===== config.mk =====
export PLATFORM = sky130hd
export DESIGN_NAME = updn_bcd_counter_flat
export DESIGN_NICKNAME = d
export VERILOG_FILES = /design/src/rtl/updn_bcd_counter_pkg.sv /design/src/rtl/updn_bcd_counter_if.sv /design/src/rtl/updn_bcd_counter_push_debounce.sv /design/src/rtl/updn_bcd_counter.sv /design/src/flat_wrapper.sv
export SDC_FILE = /design/constraint.sdc
export NUM_CORES = 1
export LEC_CHECK = 0
export ABC_AREA = 1
export CAP_MARGIN = 25
export CORE_UTILIZATION = 40
export CTS_CLUSTER_DIAMETER = 40
export DETAILED_ROUTE_END_ITERATION = 10
export PLACE_DENSITY = 0.66
export SYNTH_ARGS = -nofsm -noshare
export SYNTH_HDL_FRONTEND = slang
export SYNTH_SLANG_ARGS = --single-unit

===== constraint.sdc =====
create_clock -name i_Clk -period 1.7 [get_ports i_Clk]
set_clock_uncertainty 0.1 [all_clocks]
set_input_delay 0.17 -clock i_Clk [delete_from_list [all_inputs] [get_ports i_Clk]]
set_output_delay 0.17 -clock i_Clk [all_outputs]
set_load 0.01 [all_outputs]

===== src/rtl/updn_bcd_counter_pkg.sv =====
`default_nettype none
// ============================================================================
//  Module   : updn_pkg
//  Purpose  : Segment table and BCD helper functions for updn_bcd_counter.
//  Revision : 1.0  initial release
// ============================================================================
package updn_pkg;

  localparam int MAX_DIGITS = 4;

  localparam logic [6:0] SEG_LUT [0:9] = '{
    7'h3F, 7'h06, 7'h5B, 7'h4F, 7'h66, 7'h6D, 7'h7D, 7'h07, 7'h7F, 7'h6F
  };

  function automatic logic [15:0] to_bcd(input int value, input int digits);
    logic [15:0] r;
    int          v;
    r = '0;
    v = value;
    for (int d = 0; d < MAX_DIGITS; d++) begin
      if (d < digits) begin
        r[4*d +: 4] = 4'(v % 10);
        v           = v / 10;
      end
    end
    return r;
  endfunction

  // Result is {carry, value}; carry set when every active digit rolled 9->0.
  function automatic logic [16:0] bcd_inc(input logic [15:0] v, input int digits);
    logic [15:0] r;
    logic        c;
    r = v;
    c = 1'b1;
    for (int d = 0; d < MAX_DIGITS; d++) begin
      if (d < digits && c) begin
        if (v[4*d +: 4] == 4'd9) begin
          r[4*d +: 4] = 4'd0;
        end else begin
          r[4*d +: 4] = v[4*d +: 4] + 4'd1;
          c           = 1'b0;
        end
      end
    end
    return {c, r};
  endfunction

  function automatic logic [16:0] bcd_dec(input logic [15:0] v, input int digits);
    logic [15:0] r;
    logic        b;
    r = v;
    b = 1'b1;
    for (int d = 0; d < MAX_DIGITS; d++) begin
      if (d < digits && b) begin
        if (v[4*d +: 4] == 4'd0) begin
          r[4*d +: 4] = 4'd9;
        end else begin
          r[4*d +: 4] = v[4*d +: 4] - 4'd1;
          b           = 1'b0;
        end
      end
    end
    return {b, r};
  endfunction

endpackage
`default_nettype wire


===== src/rtl/updn_bcd_counter_if.sv =====
`default_nettype none
// ============================================================================
//  Module   : updn_bcd_counter_if
//  Purpose  : Button, load and display bundle of updn_bcd_counter.
//  Revision : 1.0  initial release
// ============================================================================
interface updn_bcd_counter_if #(
  parameter int DIGITS = 2
);
  logic [1:0]          i_Push;
  logic                i_Load;
  logic [4*DIGITS-1:0] i_LoadVal;
  logic [4*DIGITS-1:0] o_Cnt;
  logic [3:0]          o_LED;
  logic                o_Wrap;
  logic [6:0]          o_FND;
  logic [DIGITS-1:0]   o_DigSel;

  modport master (
    output i_Push, i_Load, i_LoadVal,
    input  o_Cnt, o_LED, o_Wrap, o_FND, o_DigSel
  );

  modport slave (
    input  i_Push, i_Load, i_LoadVal,
    output o_Cnt, o_LED, o_Wrap, o_FND, o_DigSel
  );
endinterface
`default_nettype wire


===== src/rtl/updn_bcd_counter_push_debounce.sv =====
`default_nettype none
// ============================================================================
//  Module   : push_debounce
//  Purpose  : Synchronise and debounce one active-low button; emit press pulse.
//  Revision : 1.0  initial release
// ============================================================================
module push_debounce #(
  parameter int DB_CYCLES = 4
) (
  input  logic i_Clk,
  input  logic i_Rst,
  input  logic i_Raw,
  output logic o_Fall
);
  localparam int CW = $clog2(DB_CYCLES + 1);

  logic          r_s1;
  logic          r_s2;
  logic          r_level;
  logic          r_fall;
  logic [CW-1:0] r_cnt;
  logic          w_accept;

  // Accept on the DB_CYCLES-th consecutive cycle of disagreement.
  assign w_accept = (r_s2 != r_level) && (r_cnt == CW'(DB_CYCLES - 1));

  always_ff @(posedge i_Clk) begin
    if (i_Rst) begin
      r_s1    <= 1'b1;
      r_s2    <= 1'b1;
      r_level <= 1'b1;
      r_fall  <= 1'b0;
      r_cnt   <= '0;
    end else begin
      r_s1   <= i_Raw;
      r_s2   <= r_s1;
      r_fall <= 1'b0;
      if (r_s2 == r_level) begin
        r_cnt <= '0;
      end else if (w_accept) begin
        r_cnt   <= '0;
        r_level <= r_s2;
        r_fall  <= r_level;
      end else begin
        r_cnt <= r_cnt + 1'b1;
      end
    end
  end

  assign o_Fall = r_fall;
endmodule
`default_nettype wire


===== src/rtl/updn_bcd_counter.sv =====
`default_nettype none
// ============================================================================
//  Module   : updn_bcd_counter
//  Purpose  : Debounced up/down BCD counter with load, wrap/saturate and a
//             multiplexed 7-segment display. UPDN_LZB_EN enables leading-zero
//             blanking.
//  Revision : 1.0  initial release
// ============================================================================
module updn_bcd_counter
  import updn_pkg::*;
#(
  parameter int DIGITS    = 2,
  parameter int CNT_MAX   = 99,
  parameter int DB_CYCLES = 4,
  parameter int SCAN_DIV  = 16,
  parameter int SAT_MODE  = 0
) (
  input  logic                i_Clk,
  input  logic                i_Rst,
  updn_bcd_counter_if.slave   bus
);
  localparam int CW = 4 * DIGITS;
  localparam int IW = (DIGITS > 1) ? $clog2(DIGITS) : 1;
  localparam int PW = (SCAN_DIV > 1) ? $clog2(SCAN_DIV) : 1;
  localparam logic [CW-1:0] c_max = CW'(to_bcd(CNT_MAX, DIGITS));

  logic          w_up_ev;
  logic          w_dn_ev;
  logic [CW-1:0] r_cnt;
  logic          r_wrap;
  logic [15:0]   w_cnt16;
  logic [CW-1:0] w_inc_val;
  logic [CW-1:0] w_dec_val;
  logic          w_inc_c;
  logic          w_dec_b;
  logic          w_at_max;
  logic          w_at_min;
  logic          w_load_bcd;
  logic [CW-1:0] w_load_val;

  push_debounce #(.DB_CYCLES(DB_CYCLES)) u_db_up (
    .i_Clk  (i_Clk),
    .i_Rst  (i_Rst),
    .i_Raw  (bus.i_Push[1]),
    .o_Fall (w_up_ev)
  );

  push_debounce #(.DB_CYCLES(DB_CYCLES)) u_db_dn (
    .i_Clk  (i_Clk),
    .i_Rst  (i_Rst),
    .i_Raw  (bus.i_Push[0]),
    .o_Fall (w_dn_ev)
  );

  assign w_cnt16   = 16'(r_cnt);
  assign w_inc_val = CW'(bcd_inc(w_cnt16, DIGITS));
  assign w_dec_val = CW'(bcd_dec(w_cnt16, DIGITS));
  assign w_inc_c   = 1'(bcd_inc(w_cnt16, DIGITS) >> 16);
  assign w_dec_b   = 1'(bcd_dec(w_cnt16, DIGITS) >> 16);
  assign w_at_max  = (r_cnt == c_max) || w_inc_c;
  assign w_at_min  = (r_cnt == '0) || w_dec_b;

  // BCD values with valid digits order the same as plain binary.
  always_comb begin
    w_load_bcd = 1'b1;
    for (int d = 0; d < DIGITS; d++) begin
      if (bus.i_LoadVal[4*d +: 4] > 4'd9) w_load_bcd = 1'b0;
    end
    w_load_val = (w_load_bcd && (bus.i_LoadVal <= c_max)) ? bus.i_LoadVal : c_max;
  end

  always_ff @(posedge i_Clk) begin
    if (i_Rst) begin
      r_cnt  <= '0;
      r_wrap <= 1'b0;
    end else begin
      r_wrap <= 1'b0;
      if (bus.i_Load) begin
        r_cnt <= w_load_val;
      end else if (w_up_ev && w_dn_ev) begin
        r_cnt <= r_cnt;
      end else if (w_up_ev) begin
        if (w_at_max) begin
          r_wrap <= 1'b1;
          if (SAT_MODE == 0) r_cnt <= '0;
        end else begin
          r_cnt <= w_inc_val;
        end
      end else if (w_dn_ev) begin
        if (w_at_min) begin
          r_wrap <= 1'b1;
          if (SAT_MODE == 0) r_cnt <= c_max;
        end else begin
          r_cnt <= w_dec_val;
        end
      end
    end
  end

  logic [PW-1:0]     r_pre;
  logic [IW-1:0]     r_idx;
  logic [IW-1:0]     w_idx_nxt;
  logic              w_pre_tc;
  logic [3:0]        w_digit;
  logic              w_blank;
  logic [6:0]        w_seg;
  logic [6:0]        r_fnd;
  logic [DIGITS-1:0] r_sel;

  assign w_pre_tc = (r_pre == PW'(SCAN_DIV - 1));

  always_comb begin
    w_idx_nxt = r_idx;
    if (w_pre_tc) begin
      w_idx_nxt = (r_idx == IW'(DIGITS - 1)) ? '0 : r_idx + IW'(1);
    end
  end

  // Display outputs are registered from the next index so select and segments move together.
  assign w_digit = r_cnt[{w_idx_nxt, 2'b00} +: 4];

`ifdef UPDN_LZB_EN
  assign w_blank = (w_idx_nxt != '0) && ((r_cnt >> {w_idx_nxt, 2'b00}) == '0);
`else
  assign w_blank = 1'b0;
`endif

  assign w_seg = (w_blank || (w_digit > 4'd9)) ? 7'h00 : SEG_LUT[w_digit];

  always_ff @(posedge i_Clk) begin
    if (i_Rst) begin
      r_pre <= '0;
      r_idx <= '0;
      r_sel <= DIGITS'(1);
      r_fnd <= 7'h3F;
    end else begin
      r_pre <= w_pre_tc ? '0 : r_pre + PW'(1);
      r_idx <= w_idx_nxt;
      r_sel <= DIGITS'(1) << w_idx_nxt;
      r_fnd <= w_seg;
    end
  end

  assign bus.o_Cnt    = r_cnt;
  assign bus.o_LED    = r_cnt[3:0];
  assign bus.o_Wrap   = r_wrap;
  assign bus.o_FND    = r_fnd;
  assign bus.o_DigSel = r_sel;
endmodule
`default_nettype wire


===== src/flat_wrapper.sv =====
// flat-port wrapper written by rule: the top's interface ports become plain ports
module updn_bcd_counter_flat import updn_pkg::*;
#(
  parameter int DIGITS    = 2,
  parameter int CNT_MAX   = 99,
  parameter int DB_CYCLES = 4,
  parameter int SCAN_DIV  = 16,
  parameter int SAT_MODE  = 0
)
  (i_Clk, i_Rst, bus_i_Push, bus_i_Load, bus_i_LoadVal, bus_o_Cnt, bus_o_LED, bus_o_Wrap, bus_o_FND, bus_o_DigSel);
  updn_bcd_counter_if #(.DIGITS(DIGITS)) bus_i ();
  input  logic i_Clk;
  input  logic i_Rst;
  input wire logic [$bits(bus_i.i_Push)-1:0] bus_i_Push;
  input wire logic [$bits(bus_i.i_Load)-1:0] bus_i_Load;
  input wire logic [$bits(bus_i.i_LoadVal)-1:0] bus_i_LoadVal;
  output wire logic [$bits(bus_i.o_Cnt)-1:0] bus_o_Cnt;
  output wire logic [$bits(bus_i.o_LED)-1:0] bus_o_LED;
  output wire logic [$bits(bus_i.o_Wrap)-1:0] bus_o_Wrap;
  output wire logic [$bits(bus_i.o_FND)-1:0] bus_o_FND;
  output wire logic [$bits(bus_i.o_DigSel)-1:0] bus_o_DigSel;
  assign bus_i.i_Push = bus_i_Push;
  assign bus_i.i_Load = bus_i_Load;
  assign bus_i.i_LoadVal = bus_i_LoadVal;
  assign bus_o_Cnt = bus_i.o_Cnt;
  assign bus_o_LED = bus_i.o_LED;
  assign bus_o_Wrap = bus_i.o_Wrap;
  assign bus_o_FND = bus_i.o_FND;
  assign bus_o_DigSel = bus_i.o_DigSel;
  updn_bcd_counter #(.DIGITS(DIGITS), .CNT_MAX(CNT_MAX), .DB_CYCLES(DB_CYCLES), .SCAN_DIV(SCAN_DIV), .SAT_MODE(SAT_MODE)) u_core (.i_Clk(i_Clk), .i_Rst(i_Rst), .bus(bus_i));
endmodule

# Word-level counts from Yosys, hierarchy flattened
# Memories as Yosys holds them, arrays and structs flattened.
# Index checks and enable logic that the tools add are counted.
dict set report classes {
  n_eq_ne 12
  n_mux 30
  order_cmp 5
  n_reduce_logical 22
  addsub 8
  n_bitwise 5
  n_shift 2
}
# cell n
set ops {}
lappend ops {{$mux 8} 7}
lappend ops {{$mux 4} 6}
lappend ops {{$reduce_or 3->1} 5}
lappend ops {{$mux 1} 14}
lappend ops {{$mux 7} 2}
lappend ops {{$add 4x1->4 const B} 3}
lappend ops {{$eq 4x4->1 const B} 3}
lappend ops {{$gt 4x4->1 const B} 3}
lappend ops {{$eq 8x8->1 const B} 1}
lappend ops {{$le 8x8->1 const B} 1}
lappend ops {{$logic_not 4->1} 2}
lappend ops {{$logic_not 8->1} 1}
lappend ops {{$shiftx 8x4->4} 1}
lappend ops {{$sub 4x1->4 const B} 2}
lappend ops {{$add 3x1->3 const B} 2}
lappend ops {{$eq 3x2->1 const B} 2}
lappend ops {{$mux 6} 1}
lappend ops {{$reduce_and 2->1} 3}
lappend ops {{$ge 5x5->1 const B} 1}
lappend ops {{$not 4->5} 1}
lappend ops {{$logic_and 1x1->1} 4}
lappend ops {{$ne 4x2->1 const B} 1}
lappend ops {{$not 1->1} 4}
lappend ops {{$reduce_and 4->1} 1}
lappend ops {{9 further kinds} 13}
dict set report totals {
  ff_bits 37
  word_cells 103
  romBits 112
  memories 1
}
# memory words word_bits read_ports rd_clocked_by_memory_dff write_ports line_no
set memory_table {}
lappend memory_table {{(name not given)} 16 7 1 0 0 updn_bcd_counter.sv:128} ;# assign w_seg = (w_blank || (w_digit > 4'd9)) ? 7'h00 : SEG_LUT[w_digit];

# Longest topological paths before layout
# Gate-level depths: netlist of the first run.
dict set report logic_depth {
  ltp_word 9
  depth_mapped 15
}

# Modules after synthesis
# Synthesis of the first run repeated with hierarchy kept, for this count alone.
dict set report unflattened {
  hier_cells 265
  hier_area_um2 1980.6
}
# mod area_per_inst_um2 n_inst cells_each
set by_module_without_submodules {}
lappend by_module_without_submodules {updn_bcd_counter 1462.7 1 209}
lappend by_module_without_submodules {push_debounce 259.0 2 28}

# Worst setup path after synthesis of the first run
# OpenSTA, ideal clock, no wires.
dict set report synth_path {
  path_kind {flip-flop to flip-flop}
  from {register u_core.r_pre[0]}
  to {register u_core.r_fnd[1], in the netlist u_core.bus.o_FND[1]}
  period_less_slack_ns 1.835
  required_time_ns 1.475
  arrival_ns 1.610
  path_stages_with_launch 11
  setup_slack_ns -0.135
  setup_time_ns 0.125
  path_cell_list {dfxtp_1 ha_1 nand4_1 nand2_2 nand2_2 nand2_2 inv_1 ha_1 or2_1 nand2_1 nand2_1}
}
dict set report synth_via {
  elab_chain_cells 8
  elab_cells_between_ends 9
}
# item line_no
set synth_lines {}
lappend synth_lines {{start: declaration} updn_bcd_counter.sv:100} ;# logic [PW-1:0] r_pre;
lappend synth_lines {{start signal: assignment} updn_bcd_counter.sv:137} ;# r_pre <= w_pre_tc ? '0 : r_pre + PW'(1);
lappend synth_lines {{$eq 4x4->1 *} updn_bcd_counter.sv:110} ;# assign w_pre_tc = (r_pre == PW'(SCAN_DIV - 1));
lappend synth_lines {{$mux 1 *} updn_bcd_counter.sv:114} ;# if (w_pre_tc) begin
lappend synth_lines {{$shiftx 8x4->4 *} updn_bcd_counter.sv:120} ;# assign w_digit = r_cnt[{w_idx_nxt, 2'b00} +: 4];
lappend synth_lines {{$not 4->5 (implied by the code)} updn_bcd_counter.sv:128}
lappend synth_lines {{$mem_v2 16x7} -}
lappend synth_lines {{$mux 7 (implied by the code) (2 in a row)} updn_bcd_counter.sv:128}
lappend synth_lines {{$mux 6 *} updn_bcd_counter.sv:128}
lappend synth_lines {{end signal: assignment} updn_bcd_counter.sv:140} ;# r_fnd <= w_seg;
lappend synth_lines {{end: declaration} updn_bcd_counter.sv:107} ;# logic [6:0] r_fnd;
# Every way passes the cells marked *; elsewhere a longest branch is shown, timed or not. The select of a mux whose other input is x is not followed.
# A chain may end at the register's enable or synchronous reset.

# Final worst setup path of the first run
# Ends and elaborated chain as after synthesis.

==> impl_metrics.yaml, run 1 <==
run_status:
  status: "complete, no violations"
placement:
  dp_hpwl_um: 3220
  port_buffers: 34
  routabilityCongestion: 0.893
  dpl_cell_area_mm2: 0.00253
pwr:
  irDropWorstVdd_mv: 0.571
  p_leak_uw: 0.00126
  power.density_mw_per_mm2: 797
critical_path:
  crit_chain: "ha_4 -> nand4_1 -> nand2_2 -> nand2_2 -> nand2_4 -> inv_2 -> ha_4 -> or2_1 -> nand2_1 -> nand2_1"
  crit_path_start_kind: "register"
  end_kind: "register"
  max_stage_delay_ns: 0.36
  cp_slowest_cell: "dfxtp_2"
  cp_max_fo: 4
  reg2reg_setup_slack_ns: 0.002
  cp_data_required_time_ns: 1.79
  critical_path_arrival_ns: 1.79
  path_class: "reg2reg"
global_routing:
  grt_pass1_wl_um: 7120
  antenna_found_initial: 0
  grt_max_degree: 13
  grt.overflow.total: 0
  grt_use_total: 0.177
  grt_pass1_vias: 1705
routing:
  drt_iter0_markers: 74
  dr_wl_met3_um: 174
  antenna_left: 0
  drt-met1-wl_um: 2000
  met2_length_um: 1990
  wl_per_cell_um: 10.7
  drt_drc_violations_left: 0
  totalWireLength_um: 4260
  drt_first_pass_iters: 4
  vias: 1897
  viasPerCell: 4.78
  top_layer: "met4"
yosys:
  syn-mean-instance-area_um2: 6.97
  synthesis.nets: 304
  ys_seq_area_frac: 0.369
  ys_types: 29
  synth_compound_area_frac: 0.103
  synth_top_family_by_area: "simple AND/OR/NAND/NOR gates"
  syn_inst: 280
  synth-adder-area-share: 0.0706
  synth_mux_area_frac: 0
  synth-seq-cells: 36
  synth-simple-area-share: 0.338
  syn_area_mm2: 0.00195
  yosysWarnings: 0
  synth_xor_xnor_area_share: 0.0225
run:
  max_cap_viol_count: 0
clock_tree:
  cts_tree: "built"
  cts-root-buf: "clkbuf_8"
  ctsLongestPathBuffers: 2
  cts_max_level: 2
  clkSlewWorstSetupHoldPaths_ns: 0.08
  cts_buffers: 5
  cts_sinks: 36
  clock_latency_ns: 0.29
die:
  placementRows: 25
  core_area_mm2: 0.00469
  ios: 35
  die_h_um: 71.8
  die_w_um: 71.8
  dieArea_mm2: 0.00516
  start_util: 0.416
sta:
  worst_slew_pin_slew_ns: 0.277
  finalSetupTns_ns: 0
  maxSlewHeadroom: 0.815
  period_share: 0.999
  fin_crit_ns: 1.70
  fmax_mhz: 589
  hold_violations: 0
  slew_viol_final: 0
  setup_viol: 0
  rsz0062_at_grt: "true"
final_layout:
  areaGrowthSynthToFinish_pct: 40.0
  utilization: 0.582
  drive_above_1_share: 0.224
  diodes: 0
  fin_area_mm2: 0.00273
  fillers: 452
  nNetsFinal: 366
  multiInputGateArea_mm2: 0.00112
  regArea_um2: 729
hold_path:
  hold_class: "reg2reg"
per-stage QoR:
step	setup slack [ns]	hold slack [ns]	cells	total power [uW]
3_3_place_gp	-0.0178	0.290	387	1410
4_1_cts	0.00877	0.321	397	2180
5_1_grt	-0.128	0.330	397	2300
2_1_floorplan	0.00139	0.174	280	1210
3_5_place_dp	-0.0506	0.303	387	1410
6_report	0.00184	0.313	397	2180
layout make-up:
class / instances / share of cell area
inverters: 38 / 0.0531
well taps: 54 / 0.0247
repair buffers: 62 / 0.203
multi-input cells: 199 / 0.411
clock inverters: 3 / 0.0156
flip-flops and latches: 36 / 0.267
clock buffers: 5 / 0.0252
placed cells by master (no fill, tap or decap), types with 11 or more instances in the layout:
cell type and instances:
dfxtp_1 31, nand2_2 11, clkdlybuf4s50_1 34, buf_4 27
nand3_1 19, nand2_1 63, inv_1 29, nor2_1 29
o21ai_0 13, a21oi_1 15
what timing repair did:
action	4_1_cts	5_1_grt
setup endpoints to repair	8	11
gates cloned	0	0
resized for setup	8	17
hold buffers	0	0
buffers inserted	2	0
pin swaps	7	5
cell usage after synthesis:
| master | count | area [um2] |
|---|---|---|
| o211ai_1 | 1 | 7.51 |
| nor3_2 | 1 | 10.0 |
| nand2_1 | 68 | 255 |
| nand3b_1 | 1 | 7.51 |
| or4_1 | 2 | 15.0 |
| or2_2 | 5 | 31.3 |
| xnor2_1 | 3 | 26.3 |
| ha_1 | 11 | 138 |
| nand2_4 | 1 | 11.3 |
| nand3_2 | 1 | 10.0 |
| buf_2 | 1 | 5.00 |
| nor2_1 | 30 | 113 |
| inv_1 | 33 | 124 |
| o22ai_1 | 2 | 12.5 |
| buf_4 | 5 | 37.5 |
| a21oi_1 | 15 | 75.1 |
| a211oi_1 | 2 | 15.0 |
| xor2_1 | 2 | 17.5 |
| nand2_2 | 10 | 62.6 |
| o21ai_2 | 1 | 8.76 |
| inv_2 | 3 | 11.3 |
| nand3_1 | 20 | 100 |
| a31oi_1 | 1 | 6.26 |
| o21ai_0 | 15 | 75.1 |
| clkbuf_1 | 1 | 3.75 |
| nand4_1 | 6 | 37.5 |
| dfxtp_1 | 36 | 721 |
| or2_1 | 1 | 6.26 |
| clkinv_1 | 2 | 7.51 |
path summary, 6_finish.rpt:
kind,startpoint,endpoint,depth (start not counted)
worst max-delay path,u_core.r_pre[0]$_SDFF_PP0_,u_core.bus.o_FND[1]$_SDFF_PP1_,10
worst min-delay path,u_core.u_db_up.r_s1$_SDFF_PP1_,u_core.u_db_up.r_s2$_SDFF_PP1_,1
worst max register to register,u_core.r_pre[0]$_SDFF_PP0_,u_core.bus.o_FND[1]$_SDFF_PP1_,10
worst min register to register,u_core.u_db_up.r_s1$_SDFF_PP1_,u_core.u_db_up.r_s2$_SDFF_PP1_,1
state kept, by name, indices dropped and copies added, names as in the netlist:
| register | flops |
|---|---|
| u_core.r_pre | 4 |
| u_core.bus.o_DigSel | 2 |
| u_core.u_db_dn.r_cnt | 3 |
| u_core.u_db_up.r_cnt | 3 |
| u_core.u_db_up.o_Fall | 1 |
| u_core.u_db_dn.r_s2 | 1 |
| u_core.bus.o_FND | 7 |
| u_core.u_db_dn.r_level | 1 |
| u_core.u_db_up.r_s1 | 1 |
| u_core.bus.o_Cnt | 8 |
| u_core.u_db_up.r_s2 | 1 |
| u_core.u_db_up.r_level | 1 |
| u_core.u_db_dn.r_s1 | 1 |
| u_core.u_db_dn.o_Fall | 1 |
| u_core.bus.o_Wrap | 1 |
report_power, final:
group          switching, uW  leakage [uW]  internal, uW  total [uW]
registers               33.0      0.000297           890         923
logic                    254      0.000913           248         501
clock network            320     0.0000541           434         754
total                    607       0.00126          1570        2180
cell families after synthesis:
group,after synthesis
and+or+nand+nor,146
AOI/OAI and AO/OA,37
xor gates and xnor gates,5
DFF,36
buffers and inverters,45
adders and majority gates,11
critical path: cells and delay by family (launching register included):
kind / cells / cell delay [ns]
flops: 1 / 0.36
fa+ha+maj: 2 / 0.36
simple gates: 7 / 0.74
buf+inv: 1 / 0.05
per-layer routing:
metal / vias up / global-route usage
li1: 1013 / -
met1: 833 / 0.218
met2: 41 / 0.298
met3: 10 / 0.0422
met4: 0 / 0.0719
met5: - / 0
No activity file was read; power rests on OpenSTA's default activity.
==> run 2, diff against run 1 <==
--- a/config.mk
+++ b/config.mk
@@ -13,4 +13,5 @@
 export PLACE_DENSITY = 0.66
 export SYNTH_ARGS = -nofsm -noshare
 export SYNTH_HDL_FRONTEND = slang
+export SYNTH_HIERARCHICAL = 1
 export SYNTH_SLANG_ARGS = --single-unit
==> impl_metrics.yaml, run 2 <==
hold_path:
  hold_class: "reg2reg"
die:
  die_w_um: 72.4
  die_h_um: 72.4
  dieArea_mm2: 0.00524
  start_util: 0.417
  ios: 35
  core_area_mm2: 0.00475
  placementRows: 25
clock_tree:
  cts_setup_buffers: 0
  cts_tree: "built"
  cts_buffers: 5
  cts_max_level: 2
  cts_sinks: 36
  cts-root-buf: "clkbuf_8"
  clock_latency_ns: 0.29
  clkSlewWorstSetupHoldPaths_ns: 0.08
  ctsLongestPathBuffers: 2
global_routing:
  grt.overflow.total: 0
  grt_use_total: 0.191
  grt_pass1_vias: 1756
  grt_max_degree: 13
  antenna_found_initial: 0
  grt_pass1_wl_um: 7710
final_layout:
  diodes: 0
  finalNonFillerCells: 399
  final_common_cell: "nand2_1"
  utilization: 0.583
  drive_above_1_share: 0.241
  mostFrequentLayoutCells: "45 x nand2_1, 38 x inv_1, 34 x clkdlybuf4s50_1"
  nNetsFinal: 356
  largest_reg_flops: 8
  areaGrowthSynthToFinish_pct: 39.9
sta:
  period_share: 0.972
  maxSlewHeadroom: 0.803
  finalSetupTns_ns: 0
  worst_slew_pin_slew_ns: 0.295
  rsz0062_at_grt: "true"
  slew_viol_final: 0
  setup_viol: 0
  hold_violations: 0
  fin_ws_ns: 0.0468
  fmax_mhz: 605
  fin_crit_ns: 1.65
yosys:
  async_reset_ff_frac: 0
  synth_most_common_cell: "nand2_1"
  synth_top_cell_area_share: 0.364
  synthTopCellsByArea: "dfxtp_1 36%, nand2_1 9.3%, ha_1 7.6%, inv_1 7.6%, nand3_1 6.1%"
  synthesis.nets: 290
  synth-seq-cells: 36
  yosysWarnings: 6
  ys_seq_area_frac: 0.364
  syn_inst: 265
  ys_types: 33
  synth_edf_count: 0
  syn-mean-instance-area_um2: 7.47
  synth_mux_area_frac: 0
  synth-adder-area-share: 0.0758
  synth_top_cells_by_count: "49 x nand2_1, 40 x inv_1, 36 x dfxtp_1"
  ys.flop_type: "dfxtp_1"
  synth_top_area_cell: "dfxtp_1"
  synth-simple-area-share: 0.306
  synth_xor_xnor_area_share: 0.0221
  syn_area_mm2: 0.00198
  synth_top_family_by_area: "simple AND/OR/NAND/NOR gates"
  synth_compound_area_frac: 0.132
pwr:
  power.density_mw_per_mm2: 789
  p_leak_uw: 0.00130
  irDropWorstVdd_mv: 0.629
placement:
  place_inst: 391
  routabilityCongestion: 0.889
  post-place-ws_ns: -0.117
  port_buffers: 34
  dp_hpwl_um: 3560
run_status:
  status: "complete, no violations"
routing:
  met2_length_um: 2220
  drt_iter0_markers: 96
  vias: 1907
  drt-met1-wl_um: 2120
  wl_per_cell_um: 11.6
  antenna_left: 0
  dr_wl_met3_um: 218
  drt_first_pass_iters: 4
  viasPerCell: 4.78
  totalWireLength_um: 4610
  top_layer: "met4"
  drt_drc_violations_left: 0
critical_path:
  end_kind: "register"
  cp_max_fo: 5
  crit_path_start_kind: "register"
  critical_path_arrival_ns: 1.79
  cp_data_required_time_ns: 1.84
  path_class: "reg2reg"
run:
  max_cap_viol_count: 0
==> run 2: changes by cell type after synthesis, moves of 3 or more <==
cell      change
nand2_2       -5
nand4_1       -3
o21ai_0       +4
nor2_1        -7
nand2_4       +3
a21oi_1       -3
o211ai_1      +3
nand3_1       +4
nand2_1      -19
inv_1         +7
==> run 2: stage by stage <==
stage / cell area, um2 / total power, uW / hold slack (ns)
floorplan: 1990 / 1190 / 0.139
global placement: 2610 / 1420 / 0.296
detailed placement: 2610 / 1430 / 0.302
CTS: 2720 / 2180 / 0.322
global route: 2770 / 2300 / 0.337
finish: 2770 / 2190 / 0.318
==> run 2: report_power, final <==
group,switching [uW],internal [uW],leakage [uW]
clock,319,434,0.0000541
sequential,34.5,890,0.000297
combinational,250,258,0.000947
==> run 2: layout make-up <==
type	count	area, um2
Inverter	42	158
Sequential cell	36	728
Clock buffer	5	68.8
Clock inverter	3	42.5
Fill cell	454	1980
Multi-Input combinational cell	181	1120
Tap cell	67	83.8
Timing Repair Buffer	65	573
==> run 2: final timing paths <==
check                                               startpoint                              to  slack [ns]  cells after the start
worst max-delay path                u_core/r_pre[0]$_SDFF_PP0_  u_core/bus.o_FND[0]$_SDFF_PP1_        0.05                     13
worst max register to register      u_core/r_pre[0]$_SDFF_PP0_  u_core/bus.o_FND[0]$_SDFF_PP1_        0.05                     13
worst min register to register  u_core/u_db_up/r_s1$_SDFF_PP1_  u_core/u_db_up/r_s2$_SDFF_PP1_        0.32                      1
worst min-delay path            u_core/u_db_up/r_s1$_SDFF_PP1_  u_core/u_db_up/r_s2$_SDFF_PP1_        0.32                      1
==> run 2: repair_timing <==
item | CTS | global route
setup endpoints to repair | 2 | 14
pin swaps | 0 | 7
hold buffers | 0 | 0
gates resized for setup | 2 | 17
==> run 2: kinds of logic (layout without fill, tap and decap cells) <==
| group | Yosys count | after routing |
|---|---|---|
| AOI/OAI and AO/OA | 44 | 44 |
| xor gates and xnor gates | 5 | 5 |
| adders and majority gates | 12 | 12 |
| buffers and inverters | 48 | 115 |
| DFF | 36 | 36 |
| and+or+nand+nor | 120 | 120 |
==> run 2: per-layer routing <==
| metal | global-route usage | up-vias |
|---|---|---|
| met5 | 0 | - |
| met2 | 0.319 | 40 |
| li1 | - | 991 |
| met1 | 0.242 | 869 |
| met3 | 0.0417 | 7 |
| met4 | 0.0719 | 0 |
==> run 2: critical path: stages (launching register included) <==
cell	delay (ns)
dfxtp_2	0.35
ha_4	0.17
nand3_4	0.09
nand2_4	0.11
nand2_4	0.07
nand2_1	0.06
nand2_1	0.07
ha_2	0.17
nand3b_1	0.14
nand2_1	0.07
inv_2	0.04
nand2_2	0.06
nand2_1	0.04
nand2_1	0.05
==> run 3, diff against run 2 <==
--- a/config.mk
+++ b/config.mk
@@ -10,7 +10,6 @@
 export CORE_UTILIZATION = 40
 export CTS_CLUSTER_DIAMETER = 40
 export DETAILED_ROUTE_END_ITERATION = 10
-export PLACE_DENSITY = 0.66
 export SYNTH_ARGS = -nofsm -noshare
 export SYNTH_HDL_FRONTEND = slang
 export SYNTH_HIERARCHICAL = 1
==> constraint.sdc (replaced) <==
create_clock -name i_Clk -period 2.1 [get_ports i_Clk]
set_clock_uncertainty 0.1 [all_clocks]
set_input_delay 0.21 -clock i_Clk [delete_from_list [all_inputs] [get_ports i_Clk]]
set_output_delay 0.21 -clock i_Clk [all_outputs]
set_load 0.01 [all_outputs]
==> impl_metrics.yaml, run 3 (same netlist as run 2, synthesis figures left out) <==
run_status:
  status: "complete, no violations"
pwr:
  irDropWorstVdd_mv: 0.441
  p_leak_uw: 0.00116
  power.density_mw_per_mm2: 665
die:
  placementRows: 25
  die_w_um: 72.4
  core_area_mm2: 0.00475
  start_util: 0.417
  dieArea_mm2: 0.00524
  die_h_um: 72.4
  ios: 35
clock_tree:
  cts_hold_buffers: 0
  cts-root-buf: "clkbuf_8"
  cts_tree: "built"
  cts_max_level: 2
  clkSlewWorstSetupHoldPaths_ns: 0.07
  cts_buffers: 5
  cts_sinks: 36
  clock_latency_ns: 0.28
  ctsLongestPathBuffers: 2
final_layout:
  largest_reg_flops: 8
  mostFrequentLayoutCells: "49 x nand2_1, 40 x inv_1, 36 x dfxtp_1"
  diodes: 0
  fillers: 489
  areaGrowthSynthToFinish_pct: 27.2
  drive_above_1_share: 0.121
  final_common_cell: "nand2_1"
  nNetsFinal: 331
  utilization: 0.530
global_routing:
  grt_pass1_wl_um: 7090
  grt_max_degree: 15
  grt.overflow.total: 0
  grt_pass1_vias: 1665
  antenna_found_initial: 0
  grt_use_total: 0.175
routing:
  totalWireLength_um: 4110
  vias: 1791
  wl_per_cell_um: 11.0
  antenna_left: 0
  drt_iter0_markers: 113
  viasPerCell: 4.79
  drt_drc_violations_left: 0
  drt_first_pass_iters: 4
critical_path:
  critical_path_arrival_ns: 1.99
  crit_chain: "ha_2 -> nand3_2 -> nand2_4 -> nand2_4 -> nand2_1 -> nand2_1 -> ha_1 -> nand3b_1 -> nand2_1 -> inv_1 -> nand2_1 -> nand2_1 -> nand2_1"
  cp_slowest_cell: "dfxtp_1"
  path_class: "reg2reg"
  cp_data_required_time_ns: 2.23
  end_kind: "register"
  cp_max_fo: 8
  max_stage_delay_ns: 0.35
  crit_top_cell: "nand2_1"
  crit_path_start_kind: "register"
sta:
  slew_viol_final: 0
  setup_viol: 0
  fin_crit_ns: 1.86
  worst_slew_pin_slew_ns: 0.449
  maxSlewHeadroom: 0.700
  rsz0062_at_grt: "false"
  period_share: 0.885
  finalSetupTns_ns: 0
  fmax_mhz: 538
  hold_violations: 0
placement:
  routabilityCongestion: 0.905
  dp_hpwl_um: 3210
  port_buffers: 34
run:
  max_cap_viol_count: 0
hold_path:
  hold_class: "reg2reg"
-- run 3: cell count changes in the layout (fill, tap and decap cells not counted), sizes merged --
cell      previous run  this run
buf                 31         6
clkbuf               5         6
clkinvlp             1         0
-- run 3: final timing paths --
kind	start	endpoint	slack, ns	cells past startpoint
min	u_core/u_db_up/r_s1$_SDFF_PP1_	u_core/u_db_up/r_s2$_SDFF_PP1_	0.31	1
max reg2reg	u_core/r_pre[0]$_SDFF_PP0_	u_core/bus.o_FND[3]$_SDFF_PP1_	0.24	13
min reg2reg	u_core/u_db_up/r_s1$_SDFF_PP1_	u_core/u_db_up/r_s2$_SDFF_PP1_	0.31	1
max	u_core/r_pre[0]$_SDFF_PP0_	u_core/bus.o_FND[3]$_SDFF_PP1_	0.24	13
-- run 3: layout make-up --
class,count,area (um2),area share
Tap cell,67,83.8,0.0333
Multi-Input combinational cell,181,1060,0.422
Timing Repair Buffer,40,385,0.153
Clock buffer,6,72.6,0.0288
Clock inverter,2,35.0,0.0139
Sequential cell,36,721,0.286
Inverter,42,158,0.0626
-- run 3: power breakdown --
part / internal, uW / total [uW] / switching (uW) / leakage [uW]
logic: 161 / 340 / 179 / 0.000811
clock network: 352 / 590 / 238 / 0.0000552
registers: 718 / 746 / 28.0 / 0.000295
-- run 3: stage by stage --
stage	cell area, um2	setup WS [ns]	total power, uW	instances	hold slack [ns]
3_3_place_gp	2410	0.170	1100	366	0.294
5_1_grt	2520	0.0246	1780	374	0.327
2_1_floorplan	1980	0.336	961	265	0.179
3_5_place_dp	2410	0.147	1100	366	0.297
6_report	2520	0.241	1680	374	0.313
4_1_cts	2520	0.189	1700	374	0.317
-- run 3: repair_timing --
action / CTS / global route
setup buffers: 0 / 0
endpoints found under the setup margin: 0 / 1
gates resized for setup: 0 / 1
-- run 3: layer usage --
layer	up-vias	track usage	wire [um]
li1	940	-	-
met1	801	0.214	1950
met2	38	0.286	1900
met3	12	0.0458	169
met4	0	0.0850	99
met5	-	0	0
-- run 3: critical path: cells and delay by family, from the launching register on --
kind,cells,cell delay [ns]
simple gates,10,0.84
fa+ha+maj,2,0.45
flops,1,0.35
buf+inv,1,0.04
